## src/rtl/valu_pkg.sv

```systemverilog
// Shared definitions for the vector ALU sequencer: opcodes, FSM state type,
// default geometry and the opcode legality check.
package valu_pkg;

   localparam int DEF_NUM_REGS = 32;
   localparam int DEF_MAX_VL   = 8;
   localparam int OP_W         = 9;
   localparam int DATA_W       = 32;

   localparam logic [OP_W-1:0] OP_ADD0 = 9'h000;
   localparam logic [OP_W-1:0] OP_ADD1 = 9'h004;
   localparam logic [OP_W-1:0] OP_MUL0 = 9'h0B9;
   localparam logic [OP_W-1:0] OP_MUL1 = 9'h0BC;

   typedef enum logic [1:0] {
      IDLE,
      RUN,
      DRAIN,
      RESP
   } seq_state_t;

   // True for the opcodes the element ALU implements.
   function automatic logic is_legal_op(input logic [OP_W-1:0] op);
      return (op == OP_ADD0) || (op == OP_ADD1) ||
             (op == OP_MUL0) || (op == OP_MUL1);
   endfunction

endpackage

```

## src/rtl/valu_seq_if.sv

```systemverilog
// Command channel from the vector issue stage into the sequencer.
// The issue stage is the master; the sequencer is the slave.
interface valu_seq_if
   import valu_pkg::*;
#(
   parameter int NUM_REGS = DEF_NUM_REGS,
   parameter int MAX_VL   = DEF_MAX_VL
);
   localparam int REG_W = $clog2(NUM_REGS);
   localparam int VL_W  = $clog2(MAX_VL + 1);

   logic             cmd_valid;
   logic             cmd_ready;
   logic [OP_W-1:0]  cmd_op;
   logic [REG_W-1:0] cmd_vs1;
   logic [REG_W-1:0] cmd_vs2;
   logic [REG_W-1:0] cmd_vd;
   logic [VL_W-1:0]  cmd_vl;

   modport master (
      output cmd_valid, cmd_op, cmd_vs1, cmd_vs2, cmd_vd, cmd_vl,
      input  cmd_ready
   );

   modport slave (
      input  cmd_valid, cmd_op, cmd_vs1, cmd_vs2, cmd_vd, cmd_vl,
      output cmd_ready
   );

endinterface

```

## src/rtl/valu_seq.sv

```systemverilog
// Vector-instruction sequencer: accepts one command, streams element pairs
// out of the VRF one per cycle, feeds the shared external ALU and writes each
// result back one cycle after its read. done/err report completion.
module valu_seq
   import valu_pkg::*;
#(
   parameter  int NUM_REGS = DEF_NUM_REGS,
   parameter  int MAX_VL   = DEF_MAX_VL,
   localparam int REG_W    = $clog2(NUM_REGS),
   localparam int ELEM_W   = $clog2(MAX_VL),
   localparam int VL_W     = $clog2(MAX_VL + 1)
) (
   input  logic              clk,
   input  logic              nrst,
   valu_seq_if.slave         cmd,
   // VRF read port
   output logic              rd_en,
   output logic [REG_W-1:0]  rd_reg_a,
   output logic [REG_W-1:0]  rd_reg_b,
   output logic [ELEM_W-1:0] rd_elem,
   input  logic [DATA_W-1:0] rd_data_a,
   input  logic [DATA_W-1:0] rd_data_b,
   // External element ALU
   output logic              alu_en,
   output logic [OP_W-1:0]   alu_op,
   output logic [DATA_W-1:0] alu_a,
   output logic [DATA_W-1:0] alu_b,
   input  logic [DATA_W-1:0] alu_res,
   // VRF write port
   output logic              wr_en,
   output logic [REG_W-1:0]  wr_reg,
   output logic [ELEM_W-1:0] wr_elem,
   output logic [DATA_W-1:0] wr_data,
   // Completion
   output logic              done,
   output logic              err
);

   seq_state_t        state;
   logic              ready_q;
   logic [OP_W-1:0]   op_q;
   logic [ELEM_W-1:0] last_elem;
   logic [OP_W-1:0]   alu_op_hold;
   logic [DATA_W-1:0] alu_a_hold;
   logic [DATA_W-1:0] alu_b_hold;
   logic              accept;
   logic              cmd_bad;
   logic              cmd_empty;

   assign cmd.cmd_ready = ready_q;

   assign accept    = cmd.cmd_valid && ready_q;
   assign cmd_bad   = !is_legal_op(cmd.cmd_op) || (cmd.cmd_vl > VL_W'(MAX_VL));
   assign cmd_empty = (cmd.cmd_vl == '0);

   // Write stage: VRF data arrives one cycle after its read strobe and goes
   // straight through the ALU into the write port in that same cycle.
   // NOTE: outside the write stage the ALU inputs come from explicit hold
   // registers, so every output has a value on every path and no latch forms.
   assign alu_en  = wr_en;
   assign alu_op  = wr_en ? op_q      : alu_op_hold;
   assign alu_a   = wr_en ? rd_data_a : alu_a_hold;
   assign alu_b   = wr_en ? rd_data_b : alu_b_hold;
   assign wr_data = wr_en ? alu_res   : '0;

   // Remember the last operands/opcode shown to the ALU so they stay stable while idle.
   always_ff @(posedge clk) begin
      if (!nrst) begin
         alu_op_hold <= '0;
         alu_a_hold  <= '0;
         alu_b_hold  <= '0;
      end else begin
         alu_op_hold <= alu_op;
         alu_a_hold  <= alu_a;
         alu_b_hold  <= alu_b;
      end
   end

   // Sequencer FSM with registered strobes, indices and response.
   // NOTE: every register here uses non-blocking assignment so that the
   // read-to-write pipeline (wr_en <= rd_en) sees the pre-edge values.
   always_ff @(posedge clk) begin
      if (!nrst) begin
         state     <= IDLE;
         ready_q   <= 1'b0;
         op_q      <= '0;
         last_elem <= '0;
         rd_en     <= 1'b0;
         rd_reg_a  <= '0;
         rd_reg_b  <= '0;
         rd_elem   <= '0;
         wr_en     <= 1'b0;
         wr_reg    <= '0;
         wr_elem   <= '0;
         done      <= 1'b0;
         err       <= 1'b0;
      end else begin
         // Write stage trails the read stage by exactly one cycle.
         wr_en   <= rd_en;
         wr_elem <= rd_elem;
         done    <= 1'b0;
         err     <= 1'b0;

         case (state)
            IDLE: begin
               ready_q <= 1'b1;
               if (accept) begin
                  ready_q   <= 1'b0;
                  op_q      <= cmd.cmd_op;
                  rd_reg_a  <= cmd.cmd_vs1;
                  rd_reg_b  <= cmd.cmd_vs2;
                  wr_reg    <= cmd.cmd_vd;
                  last_elem <= ELEM_W'(cmd.cmd_vl - 1'b1);
                  if (cmd_bad) begin
                     state <= RESP;
                     done  <= 1'b1;
                     err   <= 1'b1;
                  end else if (cmd_empty) begin
                     state <= RESP;
                     done  <= 1'b1;
                  end else begin
                     state   <= RUN;
                     rd_en   <= 1'b1;
                     rd_elem <= '0;
                  end
               end
            end

            RUN: begin
               if (rd_elem == last_elem) begin
                  rd_en <= 1'b0;
                  state <= DRAIN;
               end else begin
                  rd_elem <= rd_elem + 1'b1;
               end
            end

            // Last element is being written this cycle; respond next.
            DRAIN: begin
               state <= RESP;
               done  <= 1'b1;
            end

            RESP: begin
               state   <= IDLE;
               ready_q <= 1'b1;
            end

            default: begin
               state   <= IDLE;
               ready_q <= 1'b0;
               rd_en   <= 1'b0;
            end
         endcase
      end
   end

endmodule

```

## src/flat_wrapper.sv

```systemverilog
// flat-port wrapper written by rule: the top's interface ports become plain ports
module valu_seq_flat import valu_pkg::*;
#(
   parameter  int NUM_REGS = DEF_NUM_REGS,
   parameter  int MAX_VL   = DEF_MAX_VL,
   localparam int REG_W    = $clog2(NUM_REGS),
   localparam int ELEM_W   = $clog2(MAX_VL),
   localparam int VL_W     = $clog2(MAX_VL + 1)
)
  (clk, nrst, rd_en, rd_reg_a, rd_reg_b, rd_elem, rd_data_a, rd_data_b, alu_en, alu_op, alu_a, alu_b, alu_res, wr_en, wr_reg, wr_elem, wr_data, done, err, cmd_cmd_valid, cmd_cmd_op, cmd_cmd_vs1, cmd_cmd_vs2, cmd_cmd_vd, cmd_cmd_vl, cmd_cmd_ready);
  valu_seq_if #(.NUM_REGS(NUM_REGS), .MAX_VL(MAX_VL)) cmd_i ();
  input  logic clk;
  input  logic nrst;
  output logic rd_en;
  output logic [REG_W-1:0] rd_reg_a;
  output logic [REG_W-1:0] rd_reg_b;
  output logic [ELEM_W-1:0] rd_elem;
  input  logic [DATA_W-1:0] rd_data_a;
  input  logic [DATA_W-1:0] rd_data_b;
  output logic alu_en;
  output logic [OP_W-1:0] alu_op;
  output logic [DATA_W-1:0] alu_a;
  output logic [DATA_W-1:0] alu_b;
  input  logic [DATA_W-1:0] alu_res;
  output logic wr_en;
  output logic [REG_W-1:0] wr_reg;
  output logic [ELEM_W-1:0] wr_elem;
  output logic [DATA_W-1:0] wr_data;
  output logic done;
  output logic err;
  input wire logic [$bits(cmd_i.cmd_valid)-1:0] cmd_cmd_valid;
  input wire logic [$bits(cmd_i.cmd_op)-1:0] cmd_cmd_op;
  input wire logic [$bits(cmd_i.cmd_vs1)-1:0] cmd_cmd_vs1;
  input wire logic [$bits(cmd_i.cmd_vs2)-1:0] cmd_cmd_vs2;
  input wire logic [$bits(cmd_i.cmd_vd)-1:0] cmd_cmd_vd;
  input wire logic [$bits(cmd_i.cmd_vl)-1:0] cmd_cmd_vl;
  output wire logic [$bits(cmd_i.cmd_ready)-1:0] cmd_cmd_ready;
  assign cmd_i.cmd_valid = cmd_cmd_valid;
  assign cmd_i.cmd_op = cmd_cmd_op;
  assign cmd_i.cmd_vs1 = cmd_cmd_vs1;
  assign cmd_i.cmd_vs2 = cmd_cmd_vs2;
  assign cmd_i.cmd_vd = cmd_cmd_vd;
  assign cmd_i.cmd_vl = cmd_cmd_vl;
  assign cmd_cmd_ready = cmd_i.cmd_ready;
  valu_seq #(.NUM_REGS(NUM_REGS), .MAX_VL(MAX_VL)) u_core (.clk(clk), .nrst(nrst), .cmd(cmd_i), .rd_en(rd_en), .rd_reg_a(rd_reg_a), .rd_reg_b(rd_reg_b), .rd_elem(rd_elem), .rd_data_a(rd_data_a), .rd_data_b(rd_data_b), .alu_en(alu_en), .alu_op(alu_op), .alu_a(alu_a), .alu_b(alu_b), .alu_res(alu_res), .wr_en(wr_en), .wr_reg(wr_reg), .wr_elem(wr_elem), .wr_data(wr_data), .done(done), .err(err));
endmodule
```

## config.mk

```make
export PLATFORM = sky130hd
export DESIGN_NAME = valu_seq_flat
export DESIGN_NICKNAME = d
export VERILOG_FILES = /design/src/rtl/valu_pkg.sv /design/src/rtl/valu_seq_if.sv /design/src/rtl/valu_seq.sv /design/src/flat_wrapper.sv
export SDC_FILE = /design/constraint.sdc
export NUM_CORES = 1
export LEC_CHECK = 0
export ABC_CLOCK_PERIOD_IN_PS = 2200
export CORE_MARGIN = 5
export CORE_UTILIZATION = 39
export CTS_BUF_LIST = sky130_fd_sc_hd__clkbuf_16
export DETAILED_ROUTE_END_ITERATION = 7
export PLACE_DENSITY = 0.8
export SETUP_SLACK_MARGIN = 0.2
export SYNTH_ARGS = -nofsm -noshare
export SYNTH_HDL_FRONTEND = slang
export SYNTH_SLANG_ARGS = --single-unit
```

## constraint.sdc

```tcl
create_clock -name clk -period 2.2 [get_ports clk]
set_input_delay 0.22 -clock clk [delete_from_list [all_inputs] [get_ports clk]]
set_output_delay 0.22 -clock clk [all_outputs]
set_load 0.005 [all_outputs]
```

==> metrics.yaml <==
synth_top_area_share_pct: 47.2
utilization_pct: 71.3
intPower_uw: 4650
async_reset_ff_share_pct: 0
highest_layer: "met4"
critical_path_arrival_ns: 1.81
antenna_cells_inserted: 0
worst_skew_pair.late_latency_ns: 0.41
ios: 259
drt-wirelength-per-cell_um: 18.3
core_region_area_sq_mm: 0.0120
post-synth-top-area-cell: "dfxtp_1"
place.port_buffers: 258
remaining_drcs: 0
wl_met3_um: 1150
final.period_utilization_pct: 92.3
drt_first_pass_iters: 4
worst_slew_margin_rel_pct: 70.2
initial_antenna_violation_count: 0
top_cells_by_area_in_the_synthesized_netlist: "dfxtp_1 (47%), mux2_2 (17%), and2_1 (14%)"
worst_setup_path_start_kind: "register"
crit_path_end_kind: "output pin"
seq_power_share_pct: 36.8
postSynthRegisterBits: 113
path_cells: "buf_6 -> buf_12 -> buf_12 -> buf_16 -> mux2_2 -> dlygate4sd2_1"
detailroute.via_count: 4388
post-route-min-period_ns: 2.03
instances_no_fill: 911
biggestRegsByFlops: "u_core.alu_a_hold: 32 flops, u_core.alu_b_hold: 32 flops"
worst_path_max_delay_cell: "dfxtp_4"
avgViaCountPerCell: 4.82
drv_slew: 0
die_height_um: 121
final_layout_size_suffix_gt1_share_pct: 18.7
globalRouteTotalUtil_pct: 21.3
yosysWarnings: 0
power.leakage_uw: 0.00470
cp_data_required_time_ns: 1.98
ys_seq_area_share_pct: 47.2
finalSetupViolations: 0
clk_pin_slew_worst_paths_ns: 0.05
area_delta_synth_final_pct: 78.6
power_switching_share_pct: 23.3
grt_overflow: 0
cts-buffers-inserted: 17
post_synth.cell_area_avg_sq_um: 10.0
dieWidth_um: 121
power.share.clock_pct: 47.7
timing.critical_path.slowest_cell_delay_ns: 0.36
cap_violations: 0
synthCells: 477
postRouteWirelength_um: 16600
worst_ir_drop_vdd_mv: 0.467
post_synth_num_cell_types: 41
setup-tns-final_ns: 0
synth-main-ff-cell: "dfxtp_1"
placement.cell_area_sq_mm: 0.00753
whs_ns: 0.183
fin_area_sq_mm: 0.00856
grt_start_max_net_pins: 56
place.gp.congestion: 0.846
tritoncts: "yes"
crit_top_cell: "buf_12"
post_synth_edffs: 0
most_instantiated_library_cell_after_synthesis: "dfxtp_1"
post-place-cells: 860
detailedPlacementHpwl_um: 11400
synthesis.nets: 610
cpLargestDelayFamily: "buffers and inverters"
fmaxAchievable_mhz: 493
cts_num_sinks: 113
fp-row-count: 40
drt-met1-wl_um: 6070
first_global_vias: 4531
grt_setup_unrepaired: "true"
met2_wirelength_um: 8920
finalNetCount: 884
clockRootBuffer: "clkbuf_16"
cts-htree-levels: 4
largest_fanout_on_the_critical_path: 7
detail-route-antenna-nets: 0
initialDrtViolationCount: 133
netSwitchingPower_uw: 1410
fill_cells: 867
worstMarginPinSlew_ns: 0.447
global_route_wire_length_before_repair_um: 24200
initial_utilization_pct: 39.9
timing.critical_path.buf_inv: 5
synth.top_cells.by_count: "dfxtp_1 (113), and2_1 (106), mux2_2 (73), nand2_1 (63)"
comb_power_share_pct: 15.4
hold_path.class: "input port to register"
report.final.hold_viol_count: 0
reg2reg_slack_ns: 0.50
power.density_cell_area_mw_per_mm2: 708
timing.setup.critical_path_class: "register to output pin"
netlist_area_sq_mm: 0.00479
die_area_sq_mm: 0.0146
fin_worst_skew_ns: 0.00374
run_status: "complete, no violations"
cts_max_path_buffers: 2
-- cells in the final DEF, fill, tap and decap left out, drive strengths merged, types with 24 or more instances in the layout --
cell type,count
clkdlybuf4s50,152
dfxtp,113
and2,106
mux2,73
nand2,63
dlymetal6s2s,54
dlygate4sd2,46
clkbuf,26
buf,25
a21boi,24
-- path summary, 6_finish.rpt --
| path | start | end | depth (start not counted) |
|---|---|---|---|
| setup reg to reg | u_core.state[1] | u_core.rd_en | 6 |
| hold reg to reg | u_core.op_q[5] | u_core.op_q[5] | 2 |
| setup / recovery | u_core.alu_en | alu_a[30] | 6 |
| hold / removal | nrst | u_core.state[0] | 2 |
-- cell type report --
type                            count  area [sq um]  share of cell area [%]
Clock buffer                       17           425                    4.97
Sequential cell                   113          2270                    26.5
Clock inverter                     15           198                    2.31
Timing Repair Buffer              287          3080                    36.0
Multi-Input combinational cell    324          2380                    27.8
Inverter                            8          30.0                   0.351
Tap cell                          147           184                    2.15
-- per-stage QoR --
stage | worst slack [ns] | total power, uW
2_1_floorplan | 0.604 | 2710
3_3_place_gp | 0.0871 | 3170
3_5_place_dp | 0.0354 | 3200
4_1_cts | 0.0428 | 6110
5_1_grt | 0.111 | 6320
6_report | 0.170 | 6060
-- power by group through the flow --
stage / combinational (uW) / sequential (uW) / clock, uW
floorplan: 443 / 2270 / 0
global route: 1020 / 2250 / 3050
global placement: 899 / 2270 / 0
detailed placement: 927 / 2270 / 0
finish: 935 / 2230 / 2890
CTS: 936 / 2230 / 2940
-- worst reg2reg max path, cell delays in order, from the launching register on --
cell,delay [ns]
dfxtp_1,0.33
inv_1,0.09
ha_1,0.36
nand3_1,0.25
a21oi_1,0.19
nor2b_1,0.07
o31a_1,0.29
-- layer usage --
layer / global-route usage, % / up-vias
li1: - / 2128
met1: 21.9 / 2053
met2: 39.3 / 176
met3: 6.99 / 31
met4: 8.64 / 0
met5: 0 / -
-- cells by family after synthesis --
family / Yosys count / share of synthesized area (%)
DFF: 113 / 47.2
xor gates and xnor gates: 4 / 0.731
AOI/OAI and AO/OA: 46 / 7.73
adders and majority gates: 6 / 1.57
and+or+nand+nor: 192 / 21.7
buffers and inverters: 40 / 3.32
muxes: 76 / 17.8
-- what timing repair did --
action | CTS | global route
gates cloned | 3 | 5
hold buffers | 0 | 0
setup buffers | 4 | 7
setup endpoints to repair | 97 | 71
hold endpoints to repair | 0 | 0
resized for setup | 55 | 71
No activity file was read; power rests on OpenSTA's default activity.
